### src/rtl/pipe_hazard_ctrl_pkg.sv
// Shared opcodes, register-address width and scoreboard entry type for the
// pipeline hazard scheduler.
package pipe_hazard_ctrl_pkg;

  localparam int REG_ADDR_W = 5;

  localparam logic [5:0] OP_SPECIAL = 6'b000000;
  localparam logic [5:0] OP_LW      = 6'b100011;
  localparam logic [5:0] OP_SW      = 6'b101011;
  localparam logic [5:0] OP_BEQ     = 6'b000100;
  localparam logic [5:0] OP_ADDI    = 6'b001000;
  localparam logic [5:0] OP_ORI     = 6'b001101;
  localparam logic [5:0] OP_LUI     = 6'b001111;
  localparam logic [5:0] OP_J       = 6'b000010;

  typedef struct packed {
    logic                  valid;
    logic [REG_ADDR_W-1:0] dest;
  } sb_entry_t;

  typedef enum logic [1:0] {
    FWD_RF = 2'd0,
    FWD_MA = 2'd1,
    FWD_WB = 2'd2
  } fwd_sel_e;

endpackage

### src/rtl/pipe_hazard_ctrl_decode.sv
// Register-usage decode of the ID-stage instruction: destination, whether it
// writes, and which source fields it reads.
module pipe_insn_decode
  import pipe_hazard_ctrl_pkg::*;
(
  input  logic [5:0]            i_op,
  input  logic [REG_ADDR_W-1:0] i_rt,
  input  logic [REG_ADDR_W-1:0] i_rd,
  output logic                  o_writes,
  output logic [REG_ADDR_W-1:0] o_dest,
  output logic                  o_uses_rs,
  output logic                  o_uses_rt
);

  logic w_wr;

  always_comb begin
    w_wr      = 1'b0;
    o_uses_rs = 1'b0;
    o_uses_rt = 1'b0;
    case (i_op)
      OP_SPECIAL: begin w_wr = 1'b1; o_uses_rs = 1'b1; o_uses_rt = 1'b1; end
      OP_LW:      begin w_wr = 1'b1; o_uses_rs = 1'b1; end
      OP_SW:      begin o_uses_rs = 1'b1; o_uses_rt = 1'b1; end
      OP_BEQ:     begin o_uses_rs = 1'b1; o_uses_rt = 1'b1; end
      OP_ADDI:    begin w_wr = 1'b1; o_uses_rs = 1'b1; end
      OP_ORI:     begin w_wr = 1'b1; o_uses_rs = 1'b1; end
      OP_LUI:     begin w_wr = 1'b1; end
      default:    begin end
    endcase
  end

  assign o_dest   = (i_op == OP_SPECIAL) ? i_rd : i_rt;
  // $0 is hardwired, so a write to it can never create a dependency
  assign o_writes = w_wr & (o_dest != '0);

endmodule

### src/rtl/pipe_hazard_ctrl.sv
// RAW hazard scheduler: shift-register scoreboard of in-flight destinations,
// stall/flush/bubble generation and a saturating stall counter.
// Optional build macro PIPE_FORWARD_EN: load-use-only stalls plus EX operand
// forwarding selects.
module pipe_hazard_ctrl
  import pipe_hazard_ctrl_pkg::*;
#(
  parameter int DEPTH          = 3,
  parameter int RF_WRITE_FIRST = 0,
  parameter int STALL_CNT_W    = 16
) (
  input  logic                   CLK,
  input  logic                   RST_n,
  input  logic                   id_valid,
  input  logic [5:0]             id_op,
  input  logic [REG_ADDR_W-1:0]  id_rs,
  input  logic [REG_ADDR_W-1:0]  id_rt,
  input  logic [REG_ADDR_W-1:0]  id_rd,
  input  logic                   ex_is_load,
  input  logic                   br_taken,
  output logic                   stall_if,
  output logic                   flush_id,
  output logic                   bubble_ex,
  output logic [STALL_CNT_W-1:0] stall_cnt
`ifdef PIPE_FORWARD_EN
  ,
  output logic [1:0]             fwd_a_sel,
  output logic [1:0]             fwd_b_sel
`endif
);

  // With write-before-read register file the WB slot is already visible to ID
  localparam logic [DEPTH-1:0] CMP_MASK =
    {DEPTH{1'b1}} >> ((RF_WRITE_FIRST != 0) ? 1 : 0);

  sb_entry_t                  r_slot [DEPTH];
  logic [STALL_CNT_W-1:0]     r_cnt;
  logic                       w_writes;
  logic [REG_ADDR_W-1:0]      w_dest;
  logic                       w_uses_rs;
  logic                       w_uses_rt;
  logic [DEPTH-1:0]           w_hit;
  logic                       w_hazard;

  function automatic logic [STALL_CNT_W-1:0] f_sat_inc(input logic [STALL_CNT_W-1:0] v);
    return (&v) ? v : v + 1'b1;
  endfunction

  pipe_insn_decode u_dec (
    .i_op      (id_op),
    .i_rt      (id_rt),
    .i_rd      (id_rd),
    .o_writes  (w_writes),
    .o_dest    (w_dest),
    .o_uses_rs (w_uses_rs),
    .o_uses_rt (w_uses_rt)
  );

  always_comb begin
    w_hit = '0;
    for (int i = 0; i < DEPTH; i++) begin
      if (r_slot[i].valid) begin
        w_hit[i] = (w_uses_rs && (id_rs != '0) && (id_rs == r_slot[i].dest)) ||
                   (w_uses_rt && (id_rt != '0) && (id_rt == r_slot[i].dest));
      end
    end
  end

`ifdef PIPE_FORWARD_EN
  // Only a load in EX cannot be forwarded in time
  assign w_hazard = id_valid & w_hit[0] & ex_is_load;
`else
  logic w_unused_ex_load;
  assign w_unused_ex_load = ex_is_load;
  assign w_hazard = id_valid & (|(w_hit & CMP_MASK));
`endif

  assign stall_if  = w_hazard & ~br_taken;
  assign bubble_ex = stall_if | br_taken;
  assign flush_id  = br_taken;
  assign stall_cnt = r_cnt;

  // ID -> EX boundary: scoreboard advances one stage per cycle
  always_ff @(posedge CLK) begin
    r_slot[0].dest <= w_dest;
    for (int i = 1; i < DEPTH; i++) r_slot[i].dest <= r_slot[i-1].dest;
    if (!RST_n) begin
      for (int i = 0; i < DEPTH; i++) r_slot[i].valid <= 1'b0;
    end else begin
      r_slot[0].valid <= ~bubble_ex & id_valid & w_writes;
      for (int i = 1; i < DEPTH; i++) r_slot[i].valid <= r_slot[i-1].valid;
    end
  end

  always_ff @(posedge CLK) begin
    if (!RST_n)        r_cnt <= '0;
    else if (stall_if) r_cnt <= f_sat_inc(r_cnt);
  end

`ifdef PIPE_FORWARD_EN
  logic [REG_ADDR_W-1:0] r_ex_rs;
  logic [REG_ADDR_W-1:0] r_ex_rt;

  function automatic logic [1:0] f_fwd_sel(input logic [REG_ADDR_W-1:0] src,
                                           input sb_entry_t ma, input sb_entry_t wb);
    if ((src != '0) && ma.valid && (ma.dest == src)) return FWD_MA;
    if ((src != '0) && wb.valid && (wb.dest == src)) return FWD_WB;
    return FWD_RF;
  endfunction

  // Source copies travel with the instruction into EX; bubbles carry none
  always_ff @(posedge CLK) begin
    r_ex_rs <= (bubble_ex || !w_uses_rs) ? '0 : id_rs;
    r_ex_rt <= (bubble_ex || !w_uses_rt) ? '0 : id_rt;
  end

  assign fwd_a_sel = f_fwd_sel(r_ex_rs, r_slot[1], r_slot[2]);
  assign fwd_b_sel = f_fwd_sel(r_ex_rt, r_slot[1], r_slot[2]);
`endif

endmodule

### config.mk
export PLATFORM = sky130hd
export DESIGN_NAME = pipe_hazard_ctrl
export DESIGN_NICKNAME = d
export VERILOG_FILES = /design/src/rtl/pipe_hazard_ctrl_pkg.sv /design/src/rtl/pipe_hazard_ctrl_decode.sv /design/src/rtl/pipe_hazard_ctrl.sv
export SDC_FILE = /design/constraint.sdc
export NUM_CORES = 1
export LEC_CHECK = 0
export ABC_CLOCK_PERIOD_IN_PS = 6600
export CORE_AREA = 2 2 68 70
export DETAILED_ROUTE_END_ITERATION = 6
export DIE_AREA = 0 0 70 72
export PLACE_DENSITY = 0.72
export SLEW_MARGIN = 0
export SYNTH_ARGS = -nofsm -noshare
export SYNTH_HDL_FRONTEND = slang
export SYNTH_SLANG_ARGS = --single-unit
export TNS_END_PERCENT = 30
### constraint.sdc
create_clock -name CLK -period 6.6 [get_ports CLK]
set_input_delay 1.32 -clock CLK [delete_from_list [all_inputs] [get_ports CLK]]
set_output_delay 1.32 -clock CLK [all_outputs]
set_load 0.02 [all_outputs]
==> metrics.csv, run 1 <==
stage,metric,value,unit
clock_tree,"Clk pin slew, worst setup/hold paths",70,ps
clock_tree,# H-tree levels,2,
critical_path,worst r2r dst,stall_cnt[8],
sta,max-slew violations,0,
place,IO Port Bufs,43,
route,per-cell routed wire length,13.8,um
route,Iter 0 DRT Violations,98,
global_routing,Total Routing Usage GR,17.2,%
critical_path,Critical Path Sink Type,output port,
synthesis,Yosys top cell by area,dfxtp_1,
critical_path,flop2flop setup slack,4390,ps
pwr,PwrDens,178,nW/um^2
critical_path,crit path cell chain,clkdlybuf4s50_1 -> or4_1 -> a221oi_1 -> o311ai_1 -> o21ai_1 -> clkdlybuf4s50_1,
critical_path,Crit path required time,5280,ps
route,vias per std cell,5.40,
clock_tree,cts hold-fix bufs,0,
finish,Finished Layout Cells,305,
synthesis,Post-synth EDFFs,0,
route,Pre-antenna DRT Iters,4,
critical_path,CP most frequent cell,clkdlybuf4s50_1,
place,post-detail-place hpwl,3200,um
global_routing,first-pass GRT wire length,6930,um
sta,"Hold Vio Cnt, Final",0,
global_routing,antenna violations before repair,0,
run_status,status,completed,
pwr,leakage dissipation,0.928,nW
floorplan,IO Pins,45,
hold_path,hold depth,0,
hold_path,Hold Path Sink,r_slot[0][12],
clock_tree,Clock Latency Late Sink,290,ps
hold_path,min-delay src,r_slot[0][6],
sta,RSZ-0062 raised after global routing,false,
finish,synthesis-to-layout area growth,29.6,%
floorplan,DIE AREA,5040,um^2
synthesis,YS warnings,0,
critical_path,CP Class,input pin to output port,
pwr,Worst VDD drop,0.120,mV
critical_path,Reg2Reg Depth,7,
global_routing,vias in the first global route,1575,
critical_path,WP buf/inv,2,
critical_path,reg-to-reg startpoint,r_slot[0][3],
sta,Worst-Margin Slew,1090,ps
synthesis,syn_area_per_cell,8.93,um^2
synthesis,Netlist cell types,43,
synthesis,"top cells by area, synth","dfxtp_1 (36%), xor2_1 (11%), mux2i_1 (7.0%)",
sta,setup TNS,0,ps
critical_path,"Largest delay share family, worst path",buffers and inverters,
finish,n_diodes,0,
clock_tree,clk sinks,34,
synthesis,Syn Inst Count,209,
clock_tree,root buf cell,clkbuf_8,
sta,fmax,187,MHz
route,final wirelength,4200,um
finish,share of cells above drive strength 1,5.93,%
critical_path,slowest cell on the critical path,clkdlybuf4s50_1,
floorplan,Cell Rows,24,
route,final antenna-violating net count,0,
synthesis,top_reg_cell synth,dfxtp_1,
clock_tree,TritonCTS clock tree,yes,
floorplan,Chip Width,70,um
sta,Final min period,5350,ps
finish,final net count,279,
sta,max_slew headroom,27.4,%
clock_tree,Num CTS Buffers,5,
critical_path,worst-path fanout max,7,
synthesis,post-synthesis async set-or-reset flop share,0,%
run,max-cap viol count,0,
floorplan,Die Y,72,um
clock_tree,post-CTS sizing,0,
synthesis,sequential area share after synthesis,36.5,%
sta,Tcrit/Tclk final,81.0,%
critical_path,CP startpoint kind,input pin,
floorplan,CORE AREA,4260,um^2
critical_path,Max stage delay on crit path,690,ps
route,DRC,0,
route,vias post-DR,1646,
sta,clock skew,11.2,ps
synthesis,Post-Syn Nets,236,
critical_path,WP data arrival,4030,ps
global_routing,global route overflow,0,
hold_path,Hold Crit Class,register to register,
clock_tree,postcts setup bufs,0,
sta,count of final setup violators,0,
place,RD Place Congestion,0.801,
clock_tree,Max Root-Sink Buffers,2,
synthesis,Synth top area share,36.5,%
global_routing,largest net degree at the start of global routing,33,
floorplan,starting density of the core,43.8,%
synthesis,Yosys reg bits,34,
synthesis,Synth Cell Area,1870,um^2
place,Placed Instances,297,
[final cells by class]
type / count / area [um^2]
fill: 404 / 1840
multi-input combinational: 167 / 1140
sequential: 34 / 681
timing repair buffer: 43 / 430
clock buffer: 6 / 82.6
tap: 52 / 65.1
clock inverter: 2 / 12.5
inverter: 1 / 3.75
[how the worst max path moves through the flow]
stage | startpoint | to | slack [ps] | cells after the start
after floorplan | id_op[5] | stall_if | 2560 | 4
after global placement | id_op[0] | stall_if | 1290 | 6
after detailed placement | id_op[0] | stall_if | 1270 | 6
after CTS | id_op[0] | stall_if | 1280 | 6
after global routing | id_op[0] | stall_if | 1070 | 6
final | id_op[0] | stall_if | 1250 | 6
[state kept, by name, summed over array words and instances (netlist names)]
| register | flops |
|---|---|
| r_slot | 18 |
| stall_cnt | 16 |
[per-layer routing]
metal  track usage (%)  wire length (um)  up-vias
met1              19.8              1870      774
met5                 0                 0        -
li1                  -                 -      829
met4              5.34                42        0
met2              30.9              2120       37
met3              4.86               173        6
[cells in the mapped netlist, drive strengths merged, types with 2 or more instances]
cell and instances:
nand4b 2, nand2 20, nor4 6, or2 2, a31oi 2, and4 3
buf 2, nor2 6, or4 2, o21ai 8, dfxtp 34, and2 3
mux2 5, nor3b 2, clkbuf 5, nand4 2, nand3 11, a21oi 7
nor2b 2, xor2 24, a21boi 2, and3 5, or3 2, xnor2 6
nor3 7, nand2b 14, mux2i 13
[logic make-up after synthesis]
group / Yosys count / synth area share [%]
AO/OA/AOI/OAI: 27 / 9.12
XOR/XNOR: 30 / 14.1
adder cells (fa/ha/maj): 1 / 0.670
buffers and inverters: 8 / 2.21
flip-flops: 34 / 36.5
multiplexers: 18 / 10.4
AND/OR/NAND/NOR: 91 / 27.1
[power by group]
group | internal, mW | total [mW] | switching (mW)
logic | 0.0284 | 0.0514 | 0.0230
clock network | 0.0839 | 0.164 | 0.0803
registers | 0.211 | 0.215 | 0.00493
total | 0.323 | 0.431 | 0.108
[cells in the final DEF (no fill, tap or decap), types with 2 or more instances in the layout]
cell type        netlist  final
mux2_4                 2      2
dfxtp_1               34     34
or3_1                  2      2
nor3b_1                2      2
nor2_1                 6      6
nor4_1                 6      6
and2_1                 3      3
mux2i_1               13     13
nand4_1                2      2
o21ai_0                7      7
a31oi_1                2      2
and3_1                 5      5
or4_1                  2      2
nand3_1               11     11
a21oi_1                7      7
clkbuf_8               0      6
xnor2_1                6      6
nor3_1                 7      7
a21boi_0               2      2
clkdlybuf4s50_1        0     43
nand4b_1               2      2
nor2b_1                2      2
nand2_1               20     20
and4_1                 3      3
nand2b_1              14     14
xor2_1                24     24
mux2_2                 3      3
[per-stage QoR]
stage / hold slack (ps) / utilization (%) / total power, mW / setup WS, ps / cell area, um^2
final: 377 / 56.7 / 0.431 / 1250 / 2420
after global routing: 395 / 56.7 / 0.447 / 1070 / 2420
after CTS: 381 / 56.7 / 0.436 / 1280 / 2420
after detailed placement: 380 / 54.5 / 0.272 / 1270 / 2320
after global placement: 376 / 54.5 / 0.271 / 1290 / 2320
after floorplan: 373 / - / 0.245 / 2560 / 1870
Power figures use the tool's default switching activity.
==> run 2, diff against run 1 <==
--- a/config.mk
+++ b/config.mk
@@ -5,7 +5,7 @@
 export SDC_FILE = /design/constraint.sdc
 export NUM_CORES = 1
 export LEC_CHECK = 0
-export ABC_CLOCK_PERIOD_IN_PS = 6600
+export ABC_CLOCK_PERIOD_IN_PS = 5000
 export CORE_AREA = 2 2 68 70
 export DETAILED_ROUTE_END_ITERATION = 6
 export DIE_AREA = 0 0 70 72
==> constraint.sdc (replaced) <==
create_clock -name CLK -period 5 [get_ports CLK]
set_input_delay 1 -clock CLK [delete_from_list [all_inputs] [get_ports CLK]]
set_output_delay 1 -clock CLK [all_outputs]
set_load 0.02 [all_outputs]
==> run 2 against run 1 <==
First-iteration DRC count rose by 6.1%. Sequential share of layout area is 0.17 points lower. Non-clock buffer count is the same. Clock-buffer cell count up 2. Clock skew decreased by 9.2 ps. Hold slack improved by 15 ps. Highest routed layer unchanged. Utilization up 0.35 points. Routed wire length down 0.40%. Critical path type unchanged.
==> metrics.csv, run 2 (synthesized netlist as in run 1, its figures left out) <==
stage,metric,value,unit
sta,Hold Slack,393,ps
floorplan,CORE AREA,4260,um^2
critical_path,WP buf/inv,2,
clock_tree,"Clk pin slew, worst setup/hold paths",70,ps
route,final wirelength,4180,um
route,Pre-antenna DRT Iters,4,
sta,RSZ-0062 raised after global routing,false,
critical_path,"Largest delay share family, worst path",buffers and inverters,
finish,"commonest non-fill, non-tap cells in the layout","clkdlybuf4s50_1 (43), dfxtp_1 (34), xor2_1 (24)",
run_status,status,completed,
finish,synthesis-to-layout area growth,30.4,%
place,IO Port Bufs,43,
hold_path,Hold Crit Class,register to register,
route,Iter 0 DRT Violations,104,
critical_path,Reg2Reg Depth,7,
place,post-detail-place hpwl,3160,um
global_routing,global route overflow,0,
clock_tree,root buf cell,clkbuf_8,
floorplan,Cell Rows,24,
global_routing,largest net degree at the start of global routing,33,
place,RD Place Congestion,0.801,
clock_tree,cts hold-fix bufs,0,
critical_path,worst-path fanout max,7,
floorplan,starting density of the core,43.8,%
clock_tree,Num CTS Buffers,5,
route,per-cell routed wire length,13.7,um
clock_tree,TritonCTS clock tree,yes,
sta,clock skew,2.00,ps
route,DRC,0,
clock_tree,# H-tree levels,2,
finish,"most common cell after layout, fill and taps aside",clkdlybuf4s50_1,
clock_tree,Clock Latency Late Sink,280,ps
sta,Worst-Margin Slew,1070,ps
sta,Final min period,4700,ps
finish,n_diodes,0,
sta,max_slew headroom,28.5,%
pwr,leakage dissipation,0.938,nW
route,vias post-DR,1644,
sta,max-slew violations,0,
critical_path,CP Class,input pin to output port,
finish,filler instances,396,
place,Placed Instances,297,
route,vias per std cell,5.39,
floorplan,Chip Width,70,um
finish,share of cells above drive strength 1,5.93,%
critical_path,crit path cell chain,clkdlybuf4s50_1 -> or4_1 -> a221oi_1 -> o311ai_1 -> o21ai_1 -> clkdlybuf4s50_1,
clock_tree,post-CTS sizing,0,
critical_path,WP data arrival,3700,ps
critical_path,slowest cell on the critical path,clkdlybuf4s50_1,
global_routing,antenna violations before repair,0,
floorplan,Die Y,72,um
sta,fmax,213,MHz
global_routing,vias in the first global route,1554,
global_routing,Total Routing Usage GR,17.2,%
clock_tree,Max Root-Sink Buffers,2,
sta,"Hold Vio Cnt, Final",0,
critical_path,CP startpoint kind,input pin,
global_routing,first-pass GRT wire length,6860,um
floorplan,DIE AREA,5040,um^2
sta,count of final setup violators,0,
floorplan,IO Pins,45,
finish,max reg flops,18,
clock_tree,postcts setup bufs,0,
pwr,Worst VDD drop,0.155,mV
finish,final net count,279,
sta,Tcrit/Tclk final,94.0,%
route,final antenna-violating net count,0,
critical_path,Crit path required time,4000,ps
critical_path,CP most frequent cell,clkdlybuf4s50_1,
critical_path,Critical Path Sink Type,output port,
clock_tree,clk sinks,34,
critical_path,Max stage delay on crit path,690,ps
finish,Biggest register,r_slot,
run,max-cap viol count,0,
pwr,PwrDens,243,nW/um^2
sta,setup TNS,0,ps
finish,Finished Layout Cells,305,
critical_path,Worst path depth,6,
hold_path,hold depth,0,
==> run 2: changes by cell type in the layout (fill, tap and decap cells not counted) <==
cell | before | now
clkbuf_8 | 6 | 8
clkinv_2 | 1 | 0
clkinvlp_4 | 1 | 0
==> run 2: final cells by class <==
| cell class | instances | area (um^2) | area share, % |
|---|---|---|---|
| repair buffers | 43 | 430 | 17.7 |
| inverters | 1 | 3.75 | 0.154 |
| flip-flops and latches | 34 | 681 | 28.0 |
| clock buffers | 8 | 110 | 4.52 |
| multi-input cells | 167 | 1140 | 47.0 |
| well taps | 52 | 65.1 | 2.67 |
==> run 2: report_power, final <==
part | internal, mW | switching (mW) | total (mW)
registers | 0.278 | 0.00680 | 0.285
clock network | 0.139 | 0.0987 | 0.238
logic | 0.0375 | 0.0308 | 0.0682
==> run 2: path summary, 6_finish.rpt <==
check	startpoint	to	slack [ps]
max	id_op[0]	stall_if	300
min reg2reg	r_slot[0][9]	r_slot[0][15]	390
max reg2reg	r_slot[0][3]	stall_cnt[8]	2790
min	r_slot[0][9]	r_slot[0][15]	390
==> run 2: per-layer routing <==
metal | routed length (um) | global-route usage (%) | vias to the layer above
li1 | - | - | 834
met2 | 2030 | 29.6 | 43
met5 | 0 | 0 | -
met1 | 1850 | 20.1 | 758
met3 | 221 | 4.72 | 9
met4 | 86 | 7.91 | 0
==> run 2: stage by stage <==
stage,cell area (um^2),setup WS (ps),utilization [%],power (mW)
finish,2430,302,57.1,0.591
global route,2430,145,57.1,0.617
CTS,2430,325,57.1,0.596
detailed placement,2320,329,54.5,0.360
global placement,2320,337,54.5,0.358
floorplan,1870,1600,-,0.324
